<file path="src/rtl/floparray_arb_pkg.sv">
// Shared types and helpers for the flop-array arbiter and its round-robin core.
package floparray_arb_pkg;

  // Controller phases: INIT after reset, CLEAR while zeroing, RUN while serving.
  typedef enum logic [1:0] {
    INIT  = 2'd0,
    CLEAR = 2'd1,
    RUN   = 2'd2
  } arb_state_t;

  // Index width for a count of n items; never narrower than one bit.
  function automatic int addr_width(input int n);
    return (n > 1) ? $clog2(n) : 1;
  endfunction

endpackage

</file>
<file path="src/rtl/rr_arbiter.sv">
// Combinational round-robin picker: the first asserted request at or after ptr
// (ascending, wrapping) wins. The pointer register lives in the caller.
module rr_arbiter
  import floparray_arb_pkg::*;
#(
  parameter int  NUM_REQ = 4,
  localparam int PW      = addr_width(NUM_REQ)
) (
  input  logic [NUM_REQ-1:0] req,
  input  logic [PW-1:0]      ptr,
  output logic [NUM_REQ-1:0] grant
);

  // Walk the requests once starting at ptr and grant the first one found.
  always_comb begin
    int   idx;
    logic found;
    idx   = 0;
    found = 1'b0;
    grant = '0;
    for (int k = 0; k < NUM_REQ; k++) begin
      idx = int'(ptr) + k;
      if (idx >= NUM_REQ) idx = idx - NUM_REQ;
      if (!found && req[idx]) begin
        grant[idx] = 1'b1;
        found      = 1'b1;
      end
    end
  end

endmodule

</file>
<file path="src/rtl/floparray_arbiter.sv">
// Shares one flop buffer (1-cycle sync read, one op per cycle) between NUM_REQ
// requesters with round-robin arbitration, and zeroes the whole buffer after
// reset or on clear_req before handing it back to the requesters.
module floparray_arbiter
  import floparray_arb_pkg::*;
#(
  parameter int  NUM_REQ = 4,
  parameter int  DEPTH   = 32,
  parameter int  WIDTH   = 256,
  localparam int AW      = addr_width(DEPTH),
  localparam int PW      = addr_width(NUM_REQ)
) (
  input  logic                     clock,
  input  logic                     reset,
  input  logic [NUM_REQ-1:0]       req_valid,
  input  logic [NUM_REQ-1:0]       req_write,
  input  logic [NUM_REQ*AW-1:0]    req_addr,
  input  logic [NUM_REQ*WIDTH-1:0] req_wdata,
  output logic [NUM_REQ-1:0]       req_ready,
  output logic [NUM_REQ-1:0]       rsp_valid,
  output logic [WIDTH-1:0]         rsp_data,
  input  logic                     clear_req,
  output logic                     busy,
  output logic                     clear_done,
  output logic [AW-1:0]            buf_raddr,
  output logic                     buf_ren,
  output logic [AW-1:0]            buf_waddr,
  output logic                     buf_wen,
  output logic [WIDTH-1:0]         buf_wdata,
  input  logic [WIDTH-1:0]         buf_rdata
);

  arb_state_t           state;
  logic [AW-1:0]        clr_cnt;
  logic [PW-1:0]        rr_ptr;
  logic [NUM_REQ-1:0]   arb_req;
  logic [NUM_REQ-1:0]   grant;
  logic                 any_grant;
  logic [PW-1:0]        win_idx;
  logic                 win_write;
  logic [AW-1:0]        win_addr;
  logic [WIDTH-1:0]     win_wdata;
  logic                 clr_last;
  logic [PW-1:0]        ptr_next;

  // Requesters only compete while the buffer is in service.
  assign arb_req = req_valid & {NUM_REQ{state == RUN}};

  rr_arbiter #(.NUM_REQ(NUM_REQ)) u_rr (
    .req   (arb_req),
    .ptr   (rr_ptr),
    .grant (grant)
  );

  // Encode the one-hot grant so the winner's fields can be muxed out.
  always_comb begin
    win_idx = '0;
    for (int i = 0; i < NUM_REQ; i++) begin
      if (grant[i]) win_idx = PW'(i);
    end
  end

  assign any_grant = |grant;
  assign win_write = req_write[win_idx];
  assign win_addr  = req_addr[win_idx*AW +: AW];
  assign win_wdata = req_wdata[win_idx*WIDTH +: WIDTH];
  assign clr_last  = (clr_cnt == AW'(DEPTH - 1));
  assign ptr_next  = (win_idx == PW'(NUM_REQ - 1)) ? '0 : win_idx + PW'(1);

  // Drive the buffer port: sweep writes in CLEAR, the winner's op in RUN,
  // nothing in INIT. Read and write enables are mutually exclusive by design.
  always_comb begin
    req_ready = '0;
    buf_ren   = 1'b0;
    buf_wen   = 1'b0;
    buf_raddr = '0;
    buf_waddr = '0;
    buf_wdata = '0;
    case (state)
      CLEAR: begin
        buf_wen   = 1'b1;
        buf_waddr = clr_cnt;
      end
      RUN: begin
        req_ready = grant;
        if (any_grant) begin
          if (win_write) begin
            buf_wen   = 1'b1;
            buf_waddr = win_addr;
            buf_wdata = win_wdata;
          end else begin
            buf_ren   = 1'b1;
            buf_raddr = win_addr;
          end
        end
      end
      default: ;
    endcase
  end

  assign busy       = (state != RUN);
  assign clear_done = (state == CLEAR) && clr_last;
  // Read data is only meaningful (and only non-zero) the cycle after a read grant.
  assign rsp_data   = (|rsp_valid) ? buf_rdata : '0;

  // Sequence INIT -> CLEAR -> RUN, advance the sweep and the round-robin
  // pointer, and register which requester the next read data belongs to.
  always_ff @(posedge clock or posedge reset) begin
    if (reset) begin
      state     <= INIT;
      clr_cnt   <= '0;
      rr_ptr    <= '0;
      rsp_valid <= '0;
    end else begin
      rsp_valid <= '0;
      case (state)
        INIT: begin
          state   <= CLEAR;
          clr_cnt <= '0;
        end
        CLEAR: begin
          if (clr_last) begin
            state   <= RUN;
            clr_cnt <= '0;
          end else begin
            clr_cnt <= clr_cnt + AW'(1);
          end
        end
        RUN: begin
          if (any_grant) begin
            rr_ptr <= ptr_next;
            if (!win_write) rsp_valid <= grant;
          end
          if (clear_req) state <= CLEAR;
        end
        default: state <= INIT;
      endcase
    end
  end

endmodule

</file>
<file path="config.mk">
export PLATFORM = sky130hd
export DESIGN_NAME = floparray_arbiter
export DESIGN_NICKNAME = d
export VERILOG_FILES = /design/src/rtl/floparray_arb_pkg.sv /design/src/rtl/rr_arbiter.sv /design/src/rtl/floparray_arbiter.sv
export SDC_FILE = /design/constraint.sdc
export NUM_CORES = 1
export LEC_CHECK = 0
export CORE_AREA = 2 2 715 717
export CTS_CLUSTER_SIZE = 20
export DETAILED_ROUTE_END_ITERATION = 8
export DIE_AREA = 0 0 717 719
export PLACE_DENSITY = 0.3
export RECOVER_POWER = 25
export SYNTH_ARGS = -nofsm -noshare
export SYNTH_HDL_FRONTEND = slang
export SYNTH_HIERARCHICAL = 1
export SYNTH_SLANG_ARGS = --single-unit
</file>
<file path="constraint.sdc">
create_clock -name clock -period 4.6 [get_ports clock]
set_input_delay 0.69 -clock clock [delete_from_list [all_inputs] [get_ports clock]]
set_output_delay 0.69 -clock clock [all_outputs]
set_load 0.02 [all_outputs]
</file>
# Yosys cells after proc, flatten, opt, wreduce, memory -nomap -nowiden
# Cells that the tools add are included.
word_totals:
  reg_bits: 13
  out_inout_bits: 534
  elab_cells: 119
  in_bits: 1311
classes:
  muxes: 62
  add_sub_neg: 9
  order_cmp: 13
  shifts: 2
  n_mul: 1
  bitwise_logic: 4
  eq_ne: 7
  reduce_logical: 17
op_table:
  columns: ["operator", "count"]
  rows:
  - ["two-way mux 256 bit", 4]
  - ["variable part select 1024 x 11 -> 256 bit", 1]
  - [">= comparator 32 x 1 -> 1 bit, second input constant", 4]
  - ["< comparator 32 x 4 -> 1 bit, second input constant", 4]
  - ["two-way mux 32 bit", 4]
  - [">= comparator 32 x 4 -> 1 bit, second input constant", 3]
  - ["subtractor 32 x 4 -> 32 bit, second input constant", 3]
  - ["two-way mux 4 bit", 8]
  - ["two-way mux 5 bit", 6]
  - ["two-way mux 1 bit", 22]
  - ["case mux 5 bit (2 select lines)", 2]
  - ["variable part select 20 x 6 -> 5 bit", 1]
  - ["OR 4 bit", 3]
  - ["binary-select mux 1 bit (select 2 bit)", 5]
  - ["two-way mux 2 bit", 5]
  - ["demux 1 bit (select 2 bit)", 4]
  - ["logical AND 1 bit", 8]
  - ["OR reduction 4 bit", 2]
  - ["adder 2 x 2 -> 3 bit, second input constant", 2]
  - ["!= test 2 bit, second input constant", 3]
  - ["case mux 2 bit (3 select lines)", 1]
  - ["adder 5 x 1 -> 5 bit, second input constant", 1]
  - ["== test 5 bit, second input constant", 1]
  - ["multiplier 2 x 3 -> 5 bit, second input constant", 1]
  - ["other kinds (13)", 17]

# Depth between registers and ports, before layout
depth:
  ltp_word: 23
  mapped_depth: 15
  mapped_depth_nobuf: 10

# Cells and area by module
# The synthesis kept the hierarchy.
by_module_without_submodules:
  columns: ["module", "n_inst", "area_each_um2", "seq_area_each_um2", "cells_per_inst"]
  rows:
  - ["floparray_arbiter", 1, 12263.0, 325.3, 1860]
  - ["rr_arbiter", 1, 357.8, 0.0, 38]

# Worst setup path before layout
# OpenSTA, ideal clock, no wires.
synth_timing:
  path_kind: "register to output"
  start: "register state[0]"
  end: "output port buf_raddr[3]"
  n_path_buf: 4
  setup_slack_ps: 341
  path_stages_with_launch: 15
  arrival_time_ps: 3569
  required_ps: 3910
  path_cell_list: "dfrtp_1 -> inv_1 -> ha_1 -> clkbuf_1 -> and2_1 -> mux4_2 -> buf_6 -> nor4b_4 -> nand2_1 -> o211ai_1 -> buf_2 -> mux2_2 -> o211a_1 -> clkbuf_1 -> nor3b_1"
synth_via:
  elab_chain_cells: 23
  elab_cells_between_ends: 41
  cone_classes: "mul (1); eq/ne (1); shift (1); mux (27); bitwise (4); reduce/logical (7)"
synth_lines:
  columns: ["element", "line_no", "text"]
  rows:
  - ["from (decl)", "floparray_arbiter.sv:33", "arb_state_t state;"]
  - ["from (signal assigned)", "floparray_arbiter.sv:110", "state <= INIT;"]
  - ["from (signal assigned)", "floparray_arbiter.sv:118", "state <= CLEAR;"]
  - ["from (signal assigned)", "floparray_arbiter.sv:123", "state <= RUN;"]
  - ["== test 2 bit *", "floparray_arbiter.sv:47", "assign arb_req = req_valid & {NUM_REQ{state == RUN}};"]
  - ["AND 4 bit *", "floparray_arbiter.sv:47", null]
  - ["net arb_req[3]", "floparray_arbiter.sv:36", "logic [NUM_REQ-1:0] arb_req;"]
  - ["binary-select mux 1 bit (select 2 bit)", "rr_arbiter.sv:24", "if (!found && req[idx]) begin"]
  - ["two-way mux 1 bit (not written as such) (2 in a row)", "rr_arbiter.sv:24", null]
  - ["two-way mux 1 bit", "rr_arbiter.sv:24", null]
  - ["zero test 1 bit", "rr_arbiter.sv:24", null]
  - ["logical AND 1 bit", "rr_arbiter.sv:24", null]
  - ["[... 7 more ...]", null, null]
  - ["net grant[1]", "floparray_arbiter.sv:37", "logic [NUM_REQ-1:0] grant;"]
  - ["two-way mux 1 bit", "floparray_arbiter.sv:59", "if (grant[i]) win_idx = PW'(i);"]
  - ["two-way mux 2 bit (2 in a row)", "floparray_arbiter.sv:59", null]
  - ["multiplier 2 x 3 -> 5 bit / binary-select mux 1 bit (select 2 bit) (equally long branches)", "floparray_arbiter.sv:65, floparray_arbiter.sv:64", null]
  - ["variable part select 20 x 6 -> 5 bit / two-way mux 1 bit (equally long branches)", "floparray_arbiter.sv:65, floparray_arbiter.sv:64", null]
  - ["two-way mux 5 bit", "floparray_arbiter.sv:87", "if (win_write) begin"]
  - ["two-way mux 5 bit *", "floparray_arbiter.sv:86", "if (any_grant) begin"]
  - ["two-way mux 5 bit *", "floparray_arbiter.sv:79", "case (state)"]
  - ["to (decl)", "floparray_arbiter.sv:25", "output logic [AW-1:0] buf_raddr,"]
# The timed path passes the listed nets; every way through them passes the cells marked *. The select of a mux whose other input is x is not followed.

# Worst setup path after layout
layout_timing:
  start: "register state[0]"
  end: "output port buf_wdata[114]"
layout_via:
  elab_chain_cells: 23
  elab_cells_between_ends: 40
  cone_classes: "eq/ne (1); shift (1); mux (27); bitwise (4); reduce/logical (7)"
layout_lines:
  columns: ["element", "line_no", "text"]
  rows:
  - ["== test 2 bit *", "floparray_arbiter.sv:47", null]
  - ["AND 4 bit *", "floparray_arbiter.sv:47", null]
  - ["net arb_req[3]", "floparray_arbiter.sv:36", null]
  - ["binary-select mux 1 bit (select 2 bit)", "rr_arbiter.sv:24", null]
  - ["two-way mux 1 bit (not written as such) (2 in a row)", "rr_arbiter.sv:24", null]
  - ["two-way mux 1 bit", "rr_arbiter.sv:24", null]
  - ["zero test 1 bit", "rr_arbiter.sv:24", null]
  - ["logical AND 1 bit", "rr_arbiter.sv:24", null]
  - ["[... 3 more ...]", null, null]
  - ["two-way mux 1 bit", "rr_arbiter.sv:24", null]
  - ["zero test 1 bit", "rr_arbiter.sv:24", null]
  - ["logical AND 1 bit", "rr_arbiter.sv:24", null]
  - ["two-way mux 4 bit *", "rr_arbiter.sv:24", null]
  - ["net grant[1]", "floparray_arbiter.sv:37", null]
  - ["branches (longest 6 deep; another with variable part select 1024 x 11 -> 256 bit)", null, null]
  - ["two-way mux 256 bit *", "floparray_arbiter.sv:86", null]
  - ["two-way mux 256 bit *", "floparray_arbiter.sv:79", null]
  - ["to (decl)", "floparray_arbiter.sv:29", "output logic [WIDTH-1:0] buf_wdata,"]
# Mark *: on every way through the listed nets, which the timed path passes. The select of a mux whose other input is x is not followed.

==> reports/metrics.json <==
{
  "place": {
    "detailed_place_hpwl_microns": 393000,
    "port-buffer-count": 1844,
    "place.gp.congestion": 0.985,
    "dp_cells": 10600
  },
  "route": {
    "number_of_drc_markers_in_iteration_0": 1412,
    "drt_first_pass_iters": 5,
    "detail-route-antenna-nets": 0,
    "drcViolationCount": 0,
    "detail_route.wl_per_cell_microns": 39.0,
    "route.final.wire_length_microns": 424000,
    "via_per_instance_ratio": 2.39,
    "num_vias": 26000
  },
  "clock_tree": {
    "clock_sinks": 13,
    "cts_root_buffer": "clkbuf_16",
    "tritoncts": "done",
    "cts.clk_slew.worst_paths_ns": 0.05,
    "htree_num_levels": 1,
    "numCtsBuffers": 3,
    "clk_path_buf_depth": 2,
    "worst_skew_pair.late_latency_ns": 0.26
  },
  "yosys": {
    "ys_top_cells_by_count": "nand2_1, nor2b_1, a21oi_1",
    "synth.cell_area_sq_um": 12600,
    "synth-seq-cells": 13,
    "synth_enable_flop_cells": 0,
    "syn-num-nets": 3223,
    "post_synthesis_sequential_area_ratio_pct": 2.58,
    "yosys.area.top_type_share_pct": 22.9,
    "synthesis.area_per_instance_sq_um": 6.65,
    "syn-instance-count": 1898,
    "ys_async_sr_fraction_pct": 100,
    "synth.lib_cells_used.distinct": 43,
    "netlist_top_cells_area": "mux2_2, o211ai_1, nor2b_1, nand2b_1, a21oi_1",
    "dominantRegCellSynth": "dfrtp_1",
    "synth_largest_area_cell": "mux2_2",
    "post-synth-top-count-cell": "nand2_1",
    "synth-warning-count": 6
  },
  "power": {
    "vdd_ir_drop_max_mv": 0.112,
    "pwr_dens_nw_per_um2": 54.4,
    "power.static_leakage_nw": 14.0,
    "total_power_mw": 2.48
  },
  "die": {
    "rows": 262,
    "top_level_ports": 1845,
    "chip_height_microns": 719,
    "fp.dieW_microns": 717,
    "core_area_sq_um": 508000,
    "starting_density_of_the_core_pct": 2.49,
    "die_area_sq_um": 516000
  },
  "sta": {
    "grt_setup_unrepaired": "true",
    "relSlewSlack_pct": 19.0,
    "final_max_slew_viol_count": 0,
    "layout_setup_ws_ns": -0.141,
    "post-route-min-period_ns": 4.74,
    "setup_viol": 39,
    "finalHoldViolations": 0,
    "skew_ns": 0.00450,
    "final_min_period_over_clock_period_pct": 103,
    "fmax_mhz": 211,
    "worstMarginPinSlew_ns": 1.21
  },
  "setup_path": {
    "cp_slowest_cell": "mux4_2",
    "path_cells": "inv_2, ha_4, and2_4, mux4_2, nor4b_4, nand2_1, o211ai_1, buf_6, buf_16, buf_16, buf_6, buf_6, mux2_4, o211ai_1, a21oi_4, buf_12",
    "cp_common_cell": "buf_6",
    "timing.critical_path.arrival_ns": 4.05,
    "startpoint_kind_of_the_worst_setup_timing_path": "flip-flop",
    "critical_setup_path_class": "flip-flop to output pin",
    "wp_data_required_ns": 3.91,
    "endpoint_kind": "output pin",
    "cp_slowest_stage_delay_ns": 0.54,
    "critPathMaxFanout": 8
  },
  "outcome": {
    "violations": "setup timing",
    "run_status": "finished with violations"
  },
  "finish": {
    "drive_above_1_share_pct": 28.4,
    "design.final.nets": 5351,
    "final_cells": 10900,
    "area.growth.synth_to_final_pct": 261
  },
  "grt": {
    "grt_first_pass_wirelength_microns": 478000,
    "global_route.overflow_total": 0,
    "maximum_number_of_pins_on_one_net_before_global_route_repair": 79,
    "grt_antenna_before_repair": 434,
    "grt.total_usage_pct": 15.6,
    "vias_in_the_first_global_route": 26000
  },
  "worst_hold_path": {
    "hold_path.class": "flip-flop to flip-flop"
  },
  "job": {
    "maxCapViolCount": 0
  }
}
-- where the power goes --
group | internal (mW) | switching [mW] | leakage (nW)
Clock | 0.118 | 0.0583 | 0.0389
Sequential | 0.136 | 0.0229 | 0.173
Combinational | 1.34 | 0.806 | 13.8
-- placed cells by master (no fill, tap or decap), types with 2 or more instances in the layout --
master and count:
a211o_1 4, a21oi_1 147, a21oi_2 63, a21oi_4 52, a22o_1 2, and2_1 5
and2_4 4, buf_12 103, buf_16 25, buf_2 16, buf_4 383, buf_6 115
buf_8 26, clkbuf_16 12, clkbuf_2 61, clkdlybuf4s15_1 4, clkdlybuf4s50_1 1568, dfrtp_1 13
diode_2 117, dlygate4sd2_1 16, ha_1 13, inv_1 12, mux2_2 173, mux2_4 84
mux2i_1 5, mux4_1 2, mux4_2 2, nand2_1 265, nand2_2 2, nand2b_1 258
nand3_1 4, nor2_1 6, nor2b_1 264, nor3_1 5, nor3b_1 8, nor3b_2 3
o211ai_1 260, o21ai_0 8, o31ai_4 4
-- stage by stage --
| step | cell area [sq um] | setup TNS (ns) | hold WS, ns | util [%] | setup WS, ns |
|---|---|---|---|---|---|
| final | 45600 | -1.90 | 0.580 | 8.98 | -0.141 |
| after global routing | 45400 | -16.89 | 0.611 | 8.94 | -0.221 |
| after CTS | 43400 | -4.73 | 0.569 | 8.54 | -0.207 |
| after floorplan | 12600 | 0 | 0.486 | - | 0.341 |
| after detailed placement | 41800 | -165.39 | 0.554 | 8.24 | -1.06 |
| after global placement | 41800 | -176.84 | 0.547 | 8.24 | -1.07 |
-- worst max-delay path: cells and delay by family (launching register included) --
family	cells	cell delay (ns)
multiplexers	2	0.82
AND/OR/NAND/NOR	3	0.61
adder cells (fa/ha/maj)	1	0.18
flip-flops	1	0.37
AO/OA/AOI/OAI	3	0.74
buffers and inverters	7	1.00
-- cell type report --
cell class	instances	area [sq um]
Fill cell	59200	462000
Tap cell	6732	8420
Inverter	14	78.8
Clock buffer	4	78.8
Timing Repair inverter	1	11.3
Timing Repair Buffer	2328	23800
Sequential cell	13	325
Multi-Input combinational cell	1665	12600
Antenna cell	117	293
-- worst paths after layout --
check	startpoint	to	slack [ns]	cells after the start
max	state[0]	buf_wdata[114]	-0.14	16
min	clr_cnt[2]	clr_cnt[2]	0.58	1
max reg2reg	state[0]	rsp_valid[3]	1.13	13
min reg2reg	clr_cnt[2]	clr_cnt[2]	0.58	1
max in group asynchronous	reset	clr_cnt[0]	3.16	2
min in group asynchronous	reset	rsp_valid[3]	1.03	2
-- registers in the layout, summed over array words and instances (netlist names) --
name / cells
clr_cnt: 5
rsp_valid: 4
rr_ptr: 2
state: 2
-- per-layer routing --
layer  global-route usage, %  up-vias  share of wire (%)  wire [microns]
li1                        -    11100                  -               -
met2                    25.9     1743                 46          194000
met1                    18.7    12400                 41          174000
met3                    6.91      656                 11           45300
met4                    2.26      172                2.5           10500
met5                       0        -               0.28            1180
-- cell families after synthesis --
group,Yosys count,share of synthesized area [%]
flops,13,2.58
xor+xnor,1,0.0694
buf+inv,220,7.96
mux,266,24.1
simple gates,834,36.1
compound gates,550,27.8
fa+ha+maj,14,1.39
-- timing repair --
item | in CTS | in global routing
endpoints found under the setup margin | 269 | 254
hold buffers | 0 | 0
gates cloned | 13 | 11
gates resized for setup | 516 | 625
pin swaps | 40 | 160
buffers inserted | 60 | 90
Power figures use the tool's default switching activity.
